## src/rtl/phase_timer_sequencer_if.sv

```systemverilog
// rtl/phase_timer_sequencer_if.sv - link between the phase sequencer and the interval counter
interface phase_timer_sequencer_if #(
  parameter int W = 8
);
  logic         timer_clr_o;
  logic         timer_load_o;
  logic [W-1:0] timer_value_o;
  logic         timer_en_o;
  logic         timer_done_i;

  modport master (
    output timer_clr_o,
    output timer_load_o,
    output timer_value_o,
    output timer_en_o,
    input  timer_done_i
  );

  modport slave (
    input  timer_clr_o,
    input  timer_load_o,
    input  timer_value_o,
    input  timer_en_o,
    output timer_done_i
  );
endinterface

```

## src/rtl/phase_timer_sequencer.sv

```systemverilog
// rtl/phase_timer_sequencer.sv - steps an interval counter through a table of phase durations
module phase_timer_sequencer #(
  parameter int           N_PHASES = 4,
  parameter int           W        = 8,
  parameter logic [W-1:0] DEF_DUR  = W'(8'h0a),
  localparam int          AW       = $clog2(N_PHASES)
) (
  input  logic                    clk,
  input  logic                    rst_i,
  input  logic                    start_i,
  input  logic                    stop_i,
  input  logic                    pause_i,
  input  logic                    loop_i,
  input  logic                    cfg_we_i,
  input  logic [AW-1:0]           cfg_addr_i,
  input  logic [W-1:0]            cfg_data_i,
  output logic                    cfg_err_o,
  phase_timer_sequencer_if.master tmr,
  output logic                    busy_o,
  output logic [AW-1:0]           phase_o,
  output logic                    phase_tick_o,
  output logic                    seq_done_o
);

  typedef enum logic [1:0] {S_IDLE, S_CLEAR, S_LOAD, S_RUN} state_t;

  state_t         state, next_state;
  logic [W-1:0]   table_q [N_PHASES];

  logic           last_phase;
  logic           aborting;
  logic           done_seen;
  logic           finishing;
  logic           wr_bad_addr;
  logic           wr_busy_hit;

  logic           clr_d, load_d, busy_d, tick_d, seq_done_d;
  logic [W-1:0]   value_d;
  logic [AW-1:0]  phase_d;

  assign last_phase  = (phase_o == AW'(N_PHASES - 1));
  // stop outranks everything, including a coincident end-of-count
  assign aborting    = stop_i && (state != S_IDLE);
  assign done_seen   = (state == S_RUN) && tmr.timer_done_i && !stop_i;
  assign finishing   = done_seen && last_phase && !loop_i;
  assign wr_bad_addr = (int'(cfg_addr_i) >= N_PHASES);
  assign wr_busy_hit = (state != S_IDLE) && (cfg_addr_i == phase_o);

  // Count enable stays combinational so the counter stops in the very cycle done is seen
  assign tmr.timer_en_o = (state == S_RUN) && !pause_i && !tmr.timer_done_i;

  // State register plus the registered outputs
  always_ff @(posedge clk or posedge rst_i) begin
    if (rst_i) begin
      state             <= S_IDLE;
      phase_o           <= '0;
      busy_o            <= 1'b0;
      phase_tick_o      <= 1'b0;
      seq_done_o        <= 1'b0;
      tmr.timer_clr_o   <= 1'b0;
      tmr.timer_load_o  <= 1'b0;
      tmr.timer_value_o <= '0;
    end else begin
      state             <= next_state;
      phase_o           <= phase_d;
      busy_o            <= busy_d;
      phase_tick_o      <= tick_d;
      seq_done_o        <= seq_done_d;
      tmr.timer_clr_o   <= clr_d;
      tmr.timer_load_o  <= load_d;
      tmr.timer_value_o <= value_d;
    end
  end

  // Next-state decision
  always_comb begin
    next_state = state;
    if (aborting) begin
      next_state = S_IDLE;
    end else begin
      case (state)
        S_IDLE:  if (start_i && !stop_i) next_state = S_CLEAR;
        S_CLEAR: next_state = S_LOAD;
        S_LOAD:  next_state = S_RUN;
        S_RUN:   if (done_seen) next_state = finishing ? S_IDLE : S_CLEAR;
        default: next_state = S_IDLE;
      endcase
    end
  end

  // Next values of the registered outputs
  always_comb begin
    clr_d      = aborting || (next_state == S_CLEAR);
    load_d     = (next_state == S_LOAD);
    value_d    = (next_state == S_LOAD) ? table_q[phase_o] : tmr.timer_value_o;
    busy_d     = (next_state != S_IDLE);
    tick_d     = done_seen;
    seq_done_d = finishing;
    phase_d    = phase_o;
    if (aborting) begin
      phase_d = '0;
    end else if ((state == S_IDLE) && start_i && !stop_i) begin
      phase_d = '0;
    end else if (done_seen && !finishing) begin
      phase_d = last_phase ? '0 : phase_o + AW'(1);
    end
  end

  // Duration table writes; the entry in use is protected while a sequence runs
  always_ff @(posedge clk or posedge rst_i) begin
    if (rst_i) begin
      cfg_err_o <= 1'b0;
      for (int i = 0; i < N_PHASES; i++) begin
        table_q[i] <= DEF_DUR;
      end
    end else begin
      cfg_err_o <= cfg_we_i && (wr_bad_addr || wr_busy_hit);
      if (cfg_we_i && !wr_bad_addr && !wr_busy_hit) begin
        table_q[cfg_addr_i] <= cfg_data_i;
      end
    end
  end

endmodule

```

## src/flat_wrapper.sv

```systemverilog
// flat-port wrapper written by rule: the top's interface ports become plain ports
module phase_timer_sequencer_flat 
#(
  parameter int           N_PHASES = 4,
  parameter int           W        = 8,
  parameter logic [W-1:0] DEF_DUR  = W'(8'h0a),
  localparam int          AW       = $clog2(N_PHASES)
)
  (clk, rst_i, start_i, stop_i, pause_i, loop_i, cfg_we_i, cfg_addr_i, cfg_data_i, cfg_err_o, busy_o, phase_o, phase_tick_o, seq_done_o, tmr_timer_clr_o, tmr_timer_load_o, tmr_timer_value_o, tmr_timer_en_o, tmr_timer_done_i);
  phase_timer_sequencer_if #(.W(W)) tmr_i ();
  input  logic clk;
  input  logic rst_i;
  input  logic start_i;
  input  logic stop_i;
  input  logic pause_i;
  input  logic loop_i;
  input  logic cfg_we_i;
  input  logic [AW-1:0] cfg_addr_i;
  input  logic [W-1:0] cfg_data_i;
  output logic cfg_err_o;
  output logic busy_o;
  output logic [AW-1:0] phase_o;
  output logic phase_tick_o;
  output logic seq_done_o;
  output wire logic [$bits(tmr_i.timer_clr_o)-1:0] tmr_timer_clr_o;
  output wire logic [$bits(tmr_i.timer_load_o)-1:0] tmr_timer_load_o;
  output wire logic [$bits(tmr_i.timer_value_o)-1:0] tmr_timer_value_o;
  output wire logic [$bits(tmr_i.timer_en_o)-1:0] tmr_timer_en_o;
  input wire logic [$bits(tmr_i.timer_done_i)-1:0] tmr_timer_done_i;
  assign tmr_timer_clr_o = tmr_i.timer_clr_o;
  assign tmr_timer_load_o = tmr_i.timer_load_o;
  assign tmr_timer_value_o = tmr_i.timer_value_o;
  assign tmr_timer_en_o = tmr_i.timer_en_o;
  assign tmr_i.timer_done_i = tmr_timer_done_i;
  phase_timer_sequencer #(.N_PHASES(N_PHASES), .W(W), .DEF_DUR(DEF_DUR)) u_core (.clk(clk), .rst_i(rst_i), .start_i(start_i), .stop_i(stop_i), .pause_i(pause_i), .loop_i(loop_i), .cfg_we_i(cfg_we_i), .cfg_addr_i(cfg_addr_i), .cfg_data_i(cfg_data_i), .cfg_err_o(cfg_err_o), .tmr(tmr_i), .busy_o(busy_o), .phase_o(phase_o), .phase_tick_o(phase_tick_o), .seq_done_o(seq_done_o));
endmodule
```

## config.mk

```make
export PLATFORM = sky130hd
export DESIGN_NAME = phase_timer_sequencer_flat
export DESIGN_NICKNAME = d
export VERILOG_FILES = /design/src/rtl/phase_timer_sequencer_if.sv /design/src/rtl/phase_timer_sequencer.sv /design/src/flat_wrapper.sv
export SDC_FILE = /design/constraint.sdc
export NUM_CORES = 1
export LEC_CHECK = 0
export ABC_AREA = 1
export CORE_UTILIZATION = 43
export CTS_CLUSTER_DIAMETER = 30
export DETAILED_ROUTE_END_ITERATION = 10
export PLACE_DENSITY_LB_ADDON = 0.25
export SKIP_CTS_REPAIR_TIMING = 1
export SYNTH_ARGS = -nofsm -noshare
export SYNTH_HDL_FRONTEND = slang
export SYNTH_SLANG_ARGS = --single-unit
```

## constraint.sdc

```tcl
create_clock -name clk -period 1.66 [get_ports clk]
set_input_delay 0.332 -clock clk [delete_from_list [all_inputs] [get_ports clk]]
set_output_delay 0.332 -clock clk [all_outputs]
set_load 0.05 [all_outputs]
```

# Word level (Yosys, flattened, before mapping)
# Cells that the tools add are included.
[totals]
input_bits = 18
out_inout_bits = 17
ff_bits = 50
[classes]
addsub = 1
eq_ne = 7
n_bitwise = 2
order_cmp = 3
reduce_logical = 26
muxes = 15
[op_table]
columns = ["operator", "count"]
rows = [
  ["$bwmux 32", 1],
  ["$mux 8", 3],
  ["$bmux 8 s2", 1],
  ["$demux 8 s2", 1],
  ["$logic_and 1x1->1", 15],
  ["$mux 2", 7],
  ["$eq 2x2->1 const B", 4],
  ["$pmux 2 s4", 1],
  ["$ge 3x3->1 const B", 2],
  ["$logic_not 1->1", 6],
  ["$not 2->3", 2],
  ["$eq 2x1->1 const B", 2],
  ["$reduce_bool 2->1", 2],
  ["$lt 3x1->1 const B", 1],
  ["$reduce_bool 3->1", 1],
  ["$add 2x1->2 const B", 1],
  ["$eq 2x2->1", 1],
  ["$logic_not 2->1", 1],
  ["$logic_or 1x1->1", 1],
  ["$mux 1", 1],
]

# Logic depth before layout (Yosys ltp)
[depth]
ltp_word = 11
mapped_depth = 8
ltp_nobuf = 8

# Least setup slack after synthesis
# Ideal clock, no wire load.
[synth_timing]
path_type = "flip-flop to output port"
from = "register u_core.state[1]"
to = "output port tmr_timer_en_o"
t_required_ns = 1.328
t_arrival_ns = 1.489
path_stages_with_launch = 3
slack_ns = -0.161
cell_sequence = "dfrtp_1 nand2_1 nor3_1"
[synth_between]
elab_chain_cells = 3
[synth_lines]
columns = ["item", "line_no", "text"]
rows = [
  ["from (decl)", "phase_timer_sequencer.sv:27", "state_t state, next_state;"],
  ["from (signal assigned)", "phase_timer_sequencer.sv:64", "state <= next_state;"],
  ["$eq 2x2->1", "phase_timer_sequencer.sv:50", "assign tmr.timer_en_o = (state == S_RUN) && !pause_i && !tmr.timer_done_i;"],
  ["$logic_and 1x1->1 (2 in series)", "phase_timer_sequencer.sv:50", ""],
  ["to (decl)", "flat_wrapper.sv:28", "output wire logic [$bits(tmr_i.timer_en_o)-1:0] tmr_timer_en_o;"],
]
# Every way passes these cells.

# Worst setup path after layout
[layout_timing]
from = "input port tmr_timer_done_i"
to = "output port tmr_timer_en_o"
[layout_between]
elab_chain_cells = 2
[layout_lines]
columns = ["item", "line_no", "text"]
rows = [
  ["from (decl)", "flat_wrapper.sv:29", "input wire logic [$bits(tmr_i.timer_done_i)-1:0] tmr_timer_done_i;"],
  ["$logic_not 1->1", "phase_timer_sequencer.sv:50", ""],
  ["$logic_and 1x1->1", "phase_timer_sequencer.sv:50", ""],
]
# Every way passes these cells.

==> impl_metrics.yaml <==
setup_path:
  critPathMaxFanout: 3
  timing.critical_path.arrival_ns: 1.24
  worst_setup_path_startpoint: "tmr_timer_done_i"
  cp_data_required_time_ns: 1.33
  critPathCapture: "tmr_timer_en_o"
  worst-setup-path-type: "in2out"
  startpoint_of_the_lowest_slack_register_to_register_path: "u_core.phase_o[0]$_DFFE_PP0P_"
  r2r_end: "u_core.table_q[6]$_DFFE_PP0P_"
  worstRegToRegCells: 6
  start_kind: "input pin"
  r2r_setup_slack_ns: 0.17
  worst_setup_path_end_kind: "output pin"
clocking:
  clock-root-buffer: "sky130_fd_sc_hd__clkbuf_8"
  clkSinkCount: 50
  htree_levels: 2
  clock_tree_from_tritoncts: "built"
  clock_latency_ns: 0.31
  cts.reportedPaths.clkPinSlew_ns: 0.09
  clockBufferDepth: 2
  clock_buffers_created_by_tritoncts: 5
sta:
  setup_slack_ns: 0.0899
  hold_viol_final: 0
  period_minus_slack_ns: 1.57
  achievable-frequency_mhz: 637
  setup_repair_after_global_routing_missed_its_margin: "false"
  fin_worst_skew_ns: 0.0134
  slew_viol_final: 0
  post-route-period-util_pct: 94.6
  worstMarginPinSlew_ns: 0.299
  setup-tns-final_ns: 0
  report.final.setup_viol: 0
  slew_limit_headroom_pct: 80.0
route:
  wl_per_cell_um: 12.9
  vias: 2220
  route.detailed.vias_per_inst: 4.94
  antenna_violating_nets_post_route: 0
  first_pass_iters: 4
  final_routed_wirelength_across_all_metal_layers_um: 5780
  drt_drc_violations_left: 0
  dr.first_iter.drc_count: 103
outcome:
  status: "finished clean"
placed_design:
  finalWeightedCongestion: 0.832
  io_buffers: 34
  hpwl_um: 4290
  post-place-cells: 441
  dp_worst_setup_slack_ns: -0.0562
logic_synthesis:
  synth_area_per_cell_um2: 7.94
  ys_warn_count: 0
  syn-num-nets: 346
  netlist_area_um2: 2600
  ffs_latches_synth: 50
  synth_sequential_area_ratio_pct: 48.6
  postSynthCellCount: 327
  netlist-cell-type-count: 24
grt:
  grt_pass1_wl_um: 9820
  antenna_found_initial: 0
  globalRouteTotalUtil_pct: 20.3
  grt_start_max_net_pins: 39
  grt.overflow.total: 0
  grt_pass1_vias: 1978
floorplanning:
  io_pins: 35
  floorplan.die.height_um: 79.7
  std_cell_rows: 27
  floorplan.initialDensity_pct: 45.8
  die_area_um2: 6360
  die_span_in_x_um: 79.7
  design.core.area_um2: 5680
layout:
  most_used_cells_in_the_layout_excluding_fill_and_tap_cells: "129 x sky130_fd_sc_hd__nand2_1, 43 x sky130_fd_sc_hd__nand4_1, 41 x sky130_fd_sc_hd__dfrtp_1"
  fillCellCount: 534
  final_layout_size_suffix_gt1_share_pct: 21.8
  area_growth_pct: 25.5
  num_antenna_cells: 0
  nNetsFinal: 395
  final_cells: 449
  mostFrequentLayoutCell: "sky130_fd_sc_hd__nand2_1"
worst_hold_path:
  worstHoldPathType: "in2async"
power_and_ir_drop:
  power.density_cell_area_nw_per_um2: 1100
  ir_drop_v: 0.000620
  p_leak_uw: 0.00174
job:
  max-cap-violations: 0
## worst min path at each step
stage                                        start                        endpoint  slack, ns
global placement    u_core.table_q[25]$_DFFE_PP1P_  u_core.table_q[25]$_DFFE_PP1P_       0.45
finish                                       rst_i  u_core.table_q[10]$_DFFE_PP0P_       0.29
floorplan                                   stop_i   u_core.phase_tick_o$_DFF_PP0_       0.41
global route                                 rst_i  u_core.table_q[10]$_DFFE_PP0P_       0.31
detailed placement   u_core.table_q[9]$_DFFE_PP1P_   u_core.table_q[9]$_DFFE_PP1P_       0.46
CTS                                          rst_i  u_core.table_q[10]$_DFFE_PP0P_       0.29
## logic make-up (layout without fill, tap and decap cells)
group / Yosys count / after routing / synth area share (%)
XOR/XNOR: 1 / 1 / 0.626
adder cells (fa/ha/maj): 1 / 1 / 0.482
buffers and inverters: 61 / 111 / 10.5
flip-flops: 50 / 50 / 48.6
AND/OR/NAND/NOR: 214 / 214 / 39.8
## where the power goes
| part | total (µW) | switching, µW | internal (µW) | leakage, µW |
|---|---|---|---|---|
| clock network | 700 | 402 | 298 | 0.0000452 |
| registers | 1640 | 142 | 1500 | 0.000619 |
| logic | 1250 | 820 | 427 | 0.00108 |
## through the flow
step / util [%] / total power (µW) / hold slack, ns / instance area, µm²
after floorplan: - / 2500 / 0.409 / 2600
after global placement: 55.9 / 2900 / 0.451 / 3170
after detailed placement: 55.9 / 2920 / 0.455 / 3170
after CTS: 57.4 / 3610 / 0.291 / 3260
after global routing: 57.4 / 3800 / 0.311 / 3260
final: 57.4 / 3590 / 0.287 / 3260
## final cells by class
class | count | area, µm² | share of cell area [%]
timing repair buffer | 56 | 576 | 17.7
clock inverter | 2 | 13.8 | 0.422
tap | 72 | 90.1 | 2.76
multi-input combinational | 216 | 1070 | 32.8
inverter | 47 | 176 | 5.41
sequential | 50 | 1260 | 38.7
clock buffer | 6 | 72.6 | 2.23
## registers in the layout, indices dropped and copies added, names as in the netlist
signal and cells:
u_core.tmr.timer_load_o 1, u_core.phase_o 2, u_core.state 2, u_core.cfg_err_o 1, u_core.table_q 32, u_core.seq_done_o 1, u_core.phase_tick_o 1, u_core.busy_o 1
u_core.tmr.timer_clr_o 1, u_core.tmr.timer_value_o 8
## critical path, cell delays in order
cell,delay [ns]
sky130_fd_sc_hd__clkdlybuf4s50_1,0.47
sky130_fd_sc_hd__nor3_2,0.27
sky130_fd_sc_hd__buf_12,0.17
## cell usage after synthesis (all sizes together)
master	n	area (µm²)
nand3	26	188
dfrtp	42	1050
ha	1	12.5
inv	46	173
clkinv	1	3.75
or2	1	6.26
dfstp	8	210
nor3	1	5.00
xnor2	1	16.3
nand4	43	269
buf	12	85.1
nor2	9	46.3
nand2	134	520
clkbuf	2	11.3
## per-layer routing
| metal | global-route usage, % | vias to the layer above | routed length [µm] |
|---|---|---|---|
| li1 | - | 1145 | - |
| met1 | 30.3 | 1003 | 2940 |
| met2 | 30.2 | 66 | 2440 |
| met3 | 3.54 | 6 | 331 |
| met4 | 5.45 | 0 | 67 |
| met5 | 0 | - | 0 |
Note: power is estimated with default switching activity, not from simulation.
==> RTL change 1 (same settings) <==
Register the output `cfg_err_o` once more, without a reset; this adds one clock of latency there. The other outputs are not delayed to match.
--- a/src/rtl/phase_timer_sequencer.sv
+++ b/src/rtl/phase_timer_sequencer.sv
@@ -23,6 +23,8 @@
 );
 
   typedef enum logic [1:0] {S_IDLE, S_CLEAR, S_LOAD, S_RUN} state_t;
+
+  logic cfg_err_s0;
 
   state_t         state, next_state;
   logic [W-1:0]   table_q [N_PHASES];
@@ -109,17 +111,21 @@
   // Duration table writes; the entry in use is protected while a sequence runs
   always_ff @(posedge clk or posedge rst_i) begin
     if (rst_i) begin
-      cfg_err_o <= 1'b0;
+      cfg_err_s0 <= 1'b0;
       for (int i = 0; i < N_PHASES; i++) begin
         table_q[i] <= DEF_DUR;
       end
     end else begin
-      cfg_err_o <= cfg_we_i && (wr_bad_addr || wr_busy_hit);
+      cfg_err_s0 <= cfg_we_i && (wr_bad_addr || wr_busy_hit);
       if (cfg_we_i && !wr_bad_addr && !wr_busy_hit) begin
         table_q[cfg_addr_i] <= cfg_data_i;
       end
     end
   end
 
+  always_ff @(posedge clk) begin
+    cfg_err_o <= cfg_err_s0;
+  end
+
 endmodule
 
Behaviour: not the same (a bounded check fails within 4 cycles, from zero or initial values and one cycle with rst_i high).
==> RTL change 1 against the original RTL <==
  * Final area grew 2.3%
  * Count of clock-buffer cells in the layout is the same
  * Total power grew 6.9%
  * Non-clock buffer count grew 4
  * Sequential cell count grew 1
  * Synthesized area grew 0.77%
  * Combinational power is essentially flat
  * Setup slack lost 0.016 ns
  * Routed wire length grew 6.7%
==> RTL change 1: results (changes against the original RTL) <==
metric	value	unit	change
run status	finished, final reports clean		
slack of the worst reg-to-reg path	0.19	ns	+0.02 ns
worst-case setup slack after placement	-0.0651	ns	-0.00888 ns
post-synthesis xor/xnor area fraction	0.00621		-0.0000479
global-route wire length before repair	10300	um	+4.6%
transition at the pin with the smallest max-transition slack	0.339	ns	+0.0406 ns
fraction of final layout cells with drive strength greater than 1	0.228		+0.0102
logic depth of the worst register-to-register path	6		unchanged
post-route worst setup slack	0.0737	ns	-0.0162 ns
cell types with the highest counts after synthesis	sky130_fd_sc_hd__nand2_1 (129), sky130_fd_sc_hd__nand4_1 (43), sky130_fd_sc_hd__dfrtp_1 (42), sky130_fd_sc_hd__inv_1 (39), sky130_fd_sc_hd__nand3_1 (19)		
library cell contributing the largest single delay on the critical path	sky130_fd_sc_hd__clkdlybuf4s50_1		
post-detailed-placement cell area	0.00321	mm^2	+1.3%
worst-case clock skew	0.0113	ns	-0.00208 ns
placed wire-length estimate	4460	um	+4.0%
top post-synthesis cells by area	sky130_fd_sc_hd__dfrtp_1 (40%), sky130_fd_sc_hd__nand2_1 (18%), sky130_fd_sc_hd__nand4_1 (10%)		
RD Place Congestion	0.838		+0.67%
Inst Count DP	449		+1.8%
power per unit of standard cell area	1150	mW/mm^2	+4.5%
Reg-to-Reg End	u_core.table_q[21]$_DFFE_PP0P_		
Fin Setup TNS	0	ns	unchanged
Unique masters post-synth	25		+4.2%
relative contribution of sequential cells to total power	0.435		-0.023
asr flop ratio synth	0.980		-0.0196
nets@finish	400		+1.3%
overall routing resource usage	0.213		+0.00962
Ant. Diodes	0		unchanged
IR drop worst, VDD	0.000721	V	+16%
drt initial violations	129		+25%
cell internal power dissipation	2.45	mW	+10%
via density per instance	5.02		+1.4%
static leakage power	1.78	nW	+2.0%
net count after synthesis	347		+0.29%
post-synthesis sequential area ratio	0.489		+0.00393
final cell count without fillers	457		+1.8%
via count of the first global-routing pass	2189		+11%
Hold Slack	0.298	ns	+0.0106 ns
Synth Area in Adders	0.00478		-0.0000368
largest net degree at the start of global routing	38		-2.6%
combinational share of power	0.327		-0.020
Mean Syn Cell Area	7.98	um^2	+0.46%
## RTL change 1: area by class of cell
type / instances / area [um^2]
inverters: 47 / 176
fillers: 550 / 2550
well taps: 75 / 93.8
repair buffers: 60 / 593
multi-input cells: 216 / 1070
clock inverters: 2 / 38.8
flip-flops and latches: 51 / 1280
clock buffers: 6 / 82.6
## RTL change 1: logic make-up after synthesis
| kind of cell | count (synthesis) |
|---|---|
| and+or+nand+nor | 214 |
| buffers and inverters | 61 |
| DFF | 51 |
| xor gates and xnor gates | 1 |
| adders and majority gates | 1 |
## RTL change 1: layer usage
metal  global-route usage  up-vias  part of all wire
met4               0.0607        0             0.012
met3               0.0400        8             0.061
met2                0.350       76              0.47
li1                     -     1157                 -
met1                0.286     1051              0.46
met5                    0        -                 0
==> RTL change 2 (config.mk and constraints unchanged) <==
Made on the original files. `N_PHASES` is set to 4 in 2 places; all go to 16.
--- a/src/rtl/phase_timer_sequencer.sv
+++ b/src/rtl/phase_timer_sequencer.sv
@@ -1,6 +1,6 @@
 // rtl/phase_timer_sequencer.sv - steps an interval counter through a table of phase durations
 module phase_timer_sequencer #(
-  parameter int           N_PHASES = 4,
+  parameter int           N_PHASES = 16,
   parameter int           W        = 8,
   parameter logic [W-1:0] DEF_DUR  = W'(8'h0a),
   localparam int          AW       = $clog2(N_PHASES)
--- a/src/flat_wrapper.sv
+++ b/src/flat_wrapper.sv
@@ -1,7 +1,7 @@
 // flat-port wrapper written by rule: the top's interface ports become plain ports
 module phase_timer_sequencer_flat 
 #(
-  parameter int           N_PHASES = 4,
+  parameter int           N_PHASES = 16,
   parameter int           W        = 8,
   parameter logic [W-1:0] DEF_DUR  = W'(8'h0a),
   localparam int          AW       = $clog2(N_PHASES)
Ports: changed (resized cfg_addr_i and phase_o); port bits go from 35 to 39. The function was not compared with the original's and may differ.
==> RTL change 2 against the original RTL <==
  * The flow now finishes with violations (negative setup slack)
  * Maximum frequency is 5.9% lower
  * Count of clock-buffer cells in the layout is 14 higher
  * Clock power grew to 5.7 times the old value
  * Global-route usage is 2.8 points higher
  * Routed wire length grew to 3.7 times the old value
  * Largest cell class unchanged
  * Final area grew to 2.9 times the old value
  * Synthesized area grew to 2.9 times the old value
  * Largest power group unchanged
  * Critical path type is now flop to flop
  * Critical path depth is 5 higher
  * Sequential cell count is 98 higher
  * Total power grew to 3.2 times the old value
  * Register-to-register slack worse by 0.18 ns
  * Setup slack worse by 0.098 ns
==> RTL change 2: results (changes against the original RTL) <==
metric	value	unit	change
library cell contributing the largest single delay on the critical path	sky130_fd_sc_hd__dfrtp_2		
drt initial violations	491		+380%
via density per instance	5.16		+4.4%
P_clk	3.97	mW	+470%
Setup violations, final	2		+2
violations in the final reports	negative setup slack		
placed wire-length estimate	13000	um	+200%
Top Registers	u_core.table_q x128, u_core.tmr.timer_value_o x8, u_core.phase_o x4		
cell types with the highest counts after synthesis	sky130_fd_sc_hd__nand2_1 (342), sky130_fd_sc_hd__inv_1 (118), sky130_fd_sc_hd__dfrtp_1 (116), sky130_fd_sc_hd__nand3_1 (107), sky130_fd_sc_hd__o21ai_0 (61)		
run status	finished with violations		
Mean Syn Cell Area	7.97	um^2	+0.39%
clock root buffer	sky130_fd_sc_hd__clkbuf_16		
arrival time worst endpoint	1.97	ns	+0.73 ns
cell internal power dissipation	7.87	mW	+250%
delay-heaviest family, CP	simple AND/OR/NAND/NOR gates		
worst-case headroom to the max-slew limit	0.695		-0.105
post-route worst setup slack	-0.00816	ns	-0.0980 ns
source-to-sink clock delay at the later pin of the worst-skew pair	0.43	ns	+0.12 ns
area taken by multi-input logic gates	0.00333	mm^2	+210%
number of sequential storage elements	148		+200%
share of final layout cell area taken by non-clock buffers	0.113		-0.0631
total iterations of the first detailed-routing run	6		+2
top post-synthesis cells by area	sky130_fd_sc_hd__dfrtp_1 (38%), sky130_fd_sc_hd__nand2_1 (17%), sky130_fd_sc_hd__dfstp_2 (11%)		
net count after synthesis	974		+180%
multi-input gates	642		+200%
combinational share of power	0.223		-0.124
Unique masters post-synth	28		+17%
largest net degree at the start of global routing	59		+51%
Num CTS Buffers	17		+12
RD Place Congestion	0.841		+1.0%
RTL change 2: worst reg2reg max path, cell delays in order, from the launching register on:
cell,delay (ns)
sky130_fd_sc_hd__dfrtp_2,0.48
sky130_fd_sc_hd__buf_6,0.15
sky130_fd_sc_hd__nand2_4,0.07
sky130_fd_sc_hd__nand3_4,0.07
sky130_fd_sc_hd__nor2_4,0.17
sky130_fd_sc_hd__nand2_4,0.12
sky130_fd_sc_hd__clkbuf_16,0.23
sky130_fd_sc_hd__nand3_4,0.18
sky130_fd_sc_hd__o21ai_1,0.09
RTL change 2: metal layers:
layer  part of all wire  GRT usage
met5                  0          0
met4              0.034      0.106
met2               0.48      0.367
met3              0.053     0.0507
met1               0.43      0.302
RTL change 2: final timing paths:
check                                                     from                             end  slack (ns)  cells after the start
worst max-delay path             u_core.phase_o[0]$_DFFE_PP0P_  u_core.table_q[96]$_DFFE_PP0P_      -0.008                      8
worst min-delay path                                     rst_i  u_core.table_q[10]$_DFFE_PP0P_        0.40                      3
worst max register to register   u_core.phase_o[0]$_DFFE_PP0P_  u_core.table_q[96]$_DFFE_PP0P_      -0.008                      8
worst min register to register  u_core.table_q[81]$_DFFE_PP1P_  u_core.table_q[81]$_DFFE_PP1P_        0.47                      2
max in group asynchronous                                rst_i  u_core.table_q[33]$_DFFE_PP1P_        0.86                      3
min in group clk                u_core.table_q[81]$_DFFE_PP1P_  u_core.table_q[81]$_DFFE_PP1P_        0.47                      2
RTL change 2: cell families after synthesis:
group | synth area share
adder cells (fa/ha/maj) | 0.00165
buffers and inverters | 0.106
XOR/XNOR | 0.00346
AND/OR/NAND/NOR | 0.278
flip-flops | 0.493
AO/OA/AOI/OAI | 0.119
